--- config.mk ---
export PLATFORM = sky130hd
export DESIGN_NAME = instruction_fetch_stage
export DESIGN_NICKNAME = d
export VERILOG_FILES = /design/src/rtl/instruction_fetch_stage.sv
export SDC_FILE = /design/constraint.sdc
export NUM_CORES = 1
export LEC_CHECK = 0
export BUFFER_PORTS_ARGS = -buffer_cell sky130_fd_sc_hd__clkbuf_2
export CORE_ASPECT_RATIO = 1.5
export CORE_UTILIZATION = 35
export CTS_CLUSTER_SIZE = 8
export DETAILED_ROUTE_END_ITERATION = 6
export GPL_ROUTABILITY_DRIVEN = 0
export SLEW_MARGIN = 10
export SYNTH_ARGS = -nofsm -noshare
export SYNTH_HDL_FRONTEND = slang
export SYNTH_SLANG_ARGS = --single-unit
--- constraint.sdc ---
create_clock -name clk -period 2.7 [get_ports clk]
set_clock_uncertainty 0.1 [all_clocks]
set_input_delay 0 -clock clk [delete_from_list [all_inputs] [get_ports clk]]
set_output_delay 0 -clock clk [all_outputs]
set_load 0.01 [all_outputs]
--- src/rtl/instruction_fetch_stage.sv ---
// Fetch stage: owns the PC, drives instruction memory, and loads the IF/ID register.
// Handles stall, flush, branch/jump redirects, and halts on out-of-range PCs.
module instruction_fetch_stage #(
    parameter logic [31:0] RESET_PC  = 32'd0,
    parameter int          MEM_WORDS = 1024
) (
    input  logic        clk,
    input  logic        reset,
    output logic [31:0] address,
    input  logic [31:0] instruction,
    input  logic        stall,
    input  logic        flush,
    input  logic        branch_taken,
    input  logic [31:0] branch_target,
    input  logic        jump,
    input  logic [31:0] jump_target,
    output logic [31:0] if_id_instruction,
    output logic [31:0] if_id_pc_plus4,
    output logic        if_id_valid,
    output logic        fault
);

    localparam logic [31:0] PC_LIMIT = 32'(4 * MEM_WORDS);

    typedef enum logic {
        RUN,
        HALTED
    } state_t;

    state_t      state, state_next;
    logic [31:0] pc, pc_next, pc_plus4;
    logic [31:0] target_raw, target;
    logic        redirect;
    logic        bubble;
    logic [31:0] instr_next, pc4_next;
    logic        valid_next;
    logic        fault_next;

    assign address    = pc;
    assign pc_plus4   = pc + 32'd4;
    assign redirect   = branch_taken | jump;
    // The branch is the older instruction, so it wins over a same-cycle jump.
    assign target_raw = branch_taken ? branch_target : jump_target;
    assign target     = target_raw & ~32'd3;

    always_comb begin
        state_next = state;
        pc_next    = pc;
        instr_next = if_id_instruction;
        pc4_next   = if_id_pc_plus4;
        valid_next = if_id_valid;
        bubble     = 1'b0;

        if (redirect) begin
            pc_next = target;
            bubble  = 1'b1;
            if (state == HALTED && target < PC_LIMIT) begin
                state_next = RUN;
            end
        end else if (stall) begin
            bubble = flush;
        end else if (state == HALTED) begin
            bubble = 1'b1;
        end else if (pc >= PC_LIMIT) begin
            // PC holds at the faulting address so it can be inspected.
            state_next = HALTED;
            bubble     = 1'b1;
        end else if (flush) begin
            bubble  = 1'b1;
            pc_next = pc_plus4;
        end else begin
            instr_next = instruction;
            pc4_next   = pc_plus4;
            valid_next = 1'b1;
            pc_next    = pc_plus4;
        end

        if (bubble) begin
            instr_next = 32'd0;
            pc4_next   = 32'd0;
            valid_next = 1'b0;
        end

        fault_next = (state_next == HALTED);
    end

    always_ff @(posedge clk or posedge reset) begin
        if (reset) begin
            state             <= RUN;
            pc                <= RESET_PC;
            if_id_instruction <= 32'd0;
            if_id_pc_plus4    <= 32'd0;
            if_id_valid       <= 1'b0;
            fault             <= 1'b0;
        end else begin
            state             <= state_next;
            pc                <= pc_next;
            if_id_instruction <= instr_next;
            if_id_pc_plus4    <= pc4_next;
            if_id_valid       <= valid_next;
            fault             <= fault_next;
        end
    end

endmodule

==> metrics.md <==
| Metric | Value |
|---|---|
| Clock buffer count from CTS | 9 |
| Startpoint Class | register |
| Synthesis-to-layout area growth | 50.6% |
| Setup TNS | 0 ns |
| Global route overflow | 0 |
| Max-cap viol count | 0 |
| Status | completed |
| Clk sink count | 95 |
| Tightest Pin Transition | 0.649 ns |
| Std cell rows | 50 |
| Width of the die | 94.8 um |
| Clock Latency Late Sink | 0.34 ns |
| First drt pass iteration count | 5 |
| Pwr Density | 481 nW/um^2 |
| Final total power | 3.28 mW |
| H-tree Lvls | 3 |
| Vias in the first global route | 4604 |
| I/O pins | 200 |
| Max transition margin | 56.6% |
| Routed WL | 14.7 mm |
| CP max stage cell | and3_2 |
| Initial antenna violation count | 0 |
| TritonCTS clock tree | built |
| Slew Viols, Final | 0 |
| Fmax | 461 MHz |
| Total number of vias | 4553 |
| Post-synth EDFFs | 0 |
| Pin count of the biggest net entering global routing | 96 |
| Placed cell count | 757 |
| IO Port Bufs | 193 |
| Fin crit share | 80.3% |
| Crit Path Max Fanout | 30 |
| Async SR Flop Fraction | 100% |
| Die height | 141 um |
| YS warnings | 0 |
| Vias/cell | 5.26 |
| Max IR drop VDD | 0.274 mV |
| Syn avg cell area | 10.3 um^2 |
| Layout cell share with drive strength beyond 1 | 32.7% |
| Initial Util | 36.2% |
| GRT Overall Usage | 22.4% |
| Final hold viol count | 0 |
| Final core occ | 54.4% |
| Cell Chain, Critical Path | nor4_4, and3_2, buf_12, a211oi_1, nor3_1 |
| HP Class | in2reg |
| Register area share after synthesis | 52.5% |
| Static leakage | 3.29 nW |
| Inserted Diodes | 0 |
| Nets | 808 |
| Count of final setup violators | 0 |
| Synthesized instance count | 440 |
| WL per Instance | 17.0 um |
| HPWL after detailed placement | 9.70 mm |
| Post-route insts no fill | 865 |
| Worst Path Class, Setup | reg2reg |
| Hold_ws | 0.00794 ns |
| WP data required | 2.85 ns |
| Top FF cell, synth | dfrtp_1 |
| CP Capture Type | register |
| Data arrival, critical path | 2.32 ns |
| Flop2flop setup slack | 0.53 ns |
| Final min period | 2.17 ns |
| Register bit count reported by yosys | 95 |
| Drt drc | 0 |
| RSZ-0062 raised after global routing | no |
| Clock slew at reported path FFs | 0.07 ns |
| Drt initial violations | 242 |
| Mapped Area | 4520 um^2 |
| Max clock buf depth | 2 |
| Antenna viol nets, final | 0 |
| First-pass GRT wire length | 23.1 mm |
| Die Footprint | 13400 um^2 |
| Setup bufs post-CTS | 0 |
| Unique cell type count in the Yosys netlist | 52 |
| Core Area | 12500 um^2 |
| CP max stage delay | 0.55 ns |
| Root Buffer | clkbuf_16 |
==> sequential cells by signal (all words and copies together) (netlist names) <==
signal             flops
if_id_instruction     32
state                  1
address               30
if_id_pc_plus4        31
if_id_valid            1
==> power breakdown <==
group,total [mW],switching (mW),internal [mW],leakage (nW)
registers,1.53,0.0646,1.46,1.26
logic,0.513,0.248,0.264,1.89
clock network,1.24,0.591,0.645,0.139
total,3.28,0.903,2.37,3.29
==> stage by stage <==
stage	setup slack [ns]	instance area, um^2
after global placement	0.593	5600
after CTS	0.524	6810
after detailed placement	0.540	5600
after global routing	0.357	6810
final	0.531	6810
after floorplan	0.123	4530
==> cell type report <==
cell class / instances / area, um^2
fill: 1142 / 5700
clock inverter: 7 / 62.6
inverter: 5 / 21.3
tap: 156 / 195
timing repair buffer: 294 / 1990
multi-input combinational: 299 / 1940
clock buffer: 9 / 225
sequential: 95 / 2380
==> layer usage <==
layer	vias up	global-route usage [%]	share of wire (%)
met2	164	40.9	53
met4	0	6.94	1.3
met1	2199	25.3	40
met3	14	4.98	6.4
met5	-	0	0
li1	2176	-	-
==> cell usage after synthesis (all sizes together), types with 5 or more instances <==
cell	n	area [um^2]
dfrtp	95	2380
nor2	47	176
a32oi	35	307
nand2	32	120
and3	24	151
o21ai	24	120
buf	23	123
mux2i	20	200
clkbuf	19	72.6
nor4	15	143
nand3	13	82.6
a21oi	10	50.1
a211oi	8	60.1
nor3	6	30.0
inv	5	18.8
==> worst max-delay path: cells and delay by family (launching register included) <==
| family | cells | cell delay, ns |
|---|---|---|
| AOI/OAI and AO/OA | 1 | 0.09 |
| DFF | 1 | 0.44 |
| and+or+nand+nor | 3 | 1.18 |
| buffers and inverters | 1 | 0.24 |
==> path summary, 6_finish.rpt <==
check / start / end / cells after the start
setup / recovery: address[12] / address[11] / 5
min in group asynchronous: reset / if_id_pc_plus4[13] / 4
hold / removal: jump_target[10] / address[10] / 3
setup reg to reg: address[12] / address[11] / 5
max in group asynchronous: reset / address[10] / 4
hold reg to reg: if_id_instruction[15] / if_id_instruction[15] / 2
==> logic make-up (layout without fill, tap and decap cells) <==
group	Yosys count	count (layout)	synth area share, %
multiplexers	20	20	4.42
AO/OA/AOI/OAI	110	110	17.5
other	1	2	0.0829
adder cells (fa/ha/maj)	2	2	0.553
flip-flops	95	95	52.5
buffers and inverters	47	315	4.73
XOR/XNOR	5	5	0.968
AND/OR/NAND/NOR	160	160	19.2
==> repair_timing <==
action	4_1_cts	5_1_grt
gates resized for setup	0	0
endpoints found under the hold margin	160	0
hold buffers	92	0
==> placed cells by master, fill, tap and decap left out, types with 6 or more instances in the layout <==
master and count:
nor3_1 6, a21oi_1 10, mux2i_1 20, clkbuf_2 193
dlygate4sd3_1 92, a32oi_1 35, nand3_1 11, nor2_1 47
nor4_1 10, clkbuf_16 9, o21ai_0 24, buf_4 6
a211oi_1 8, dfrtp_1 95, and3_1 22, nand2_1 32
No activity file was read; power rests on OpenSTA's default activity.
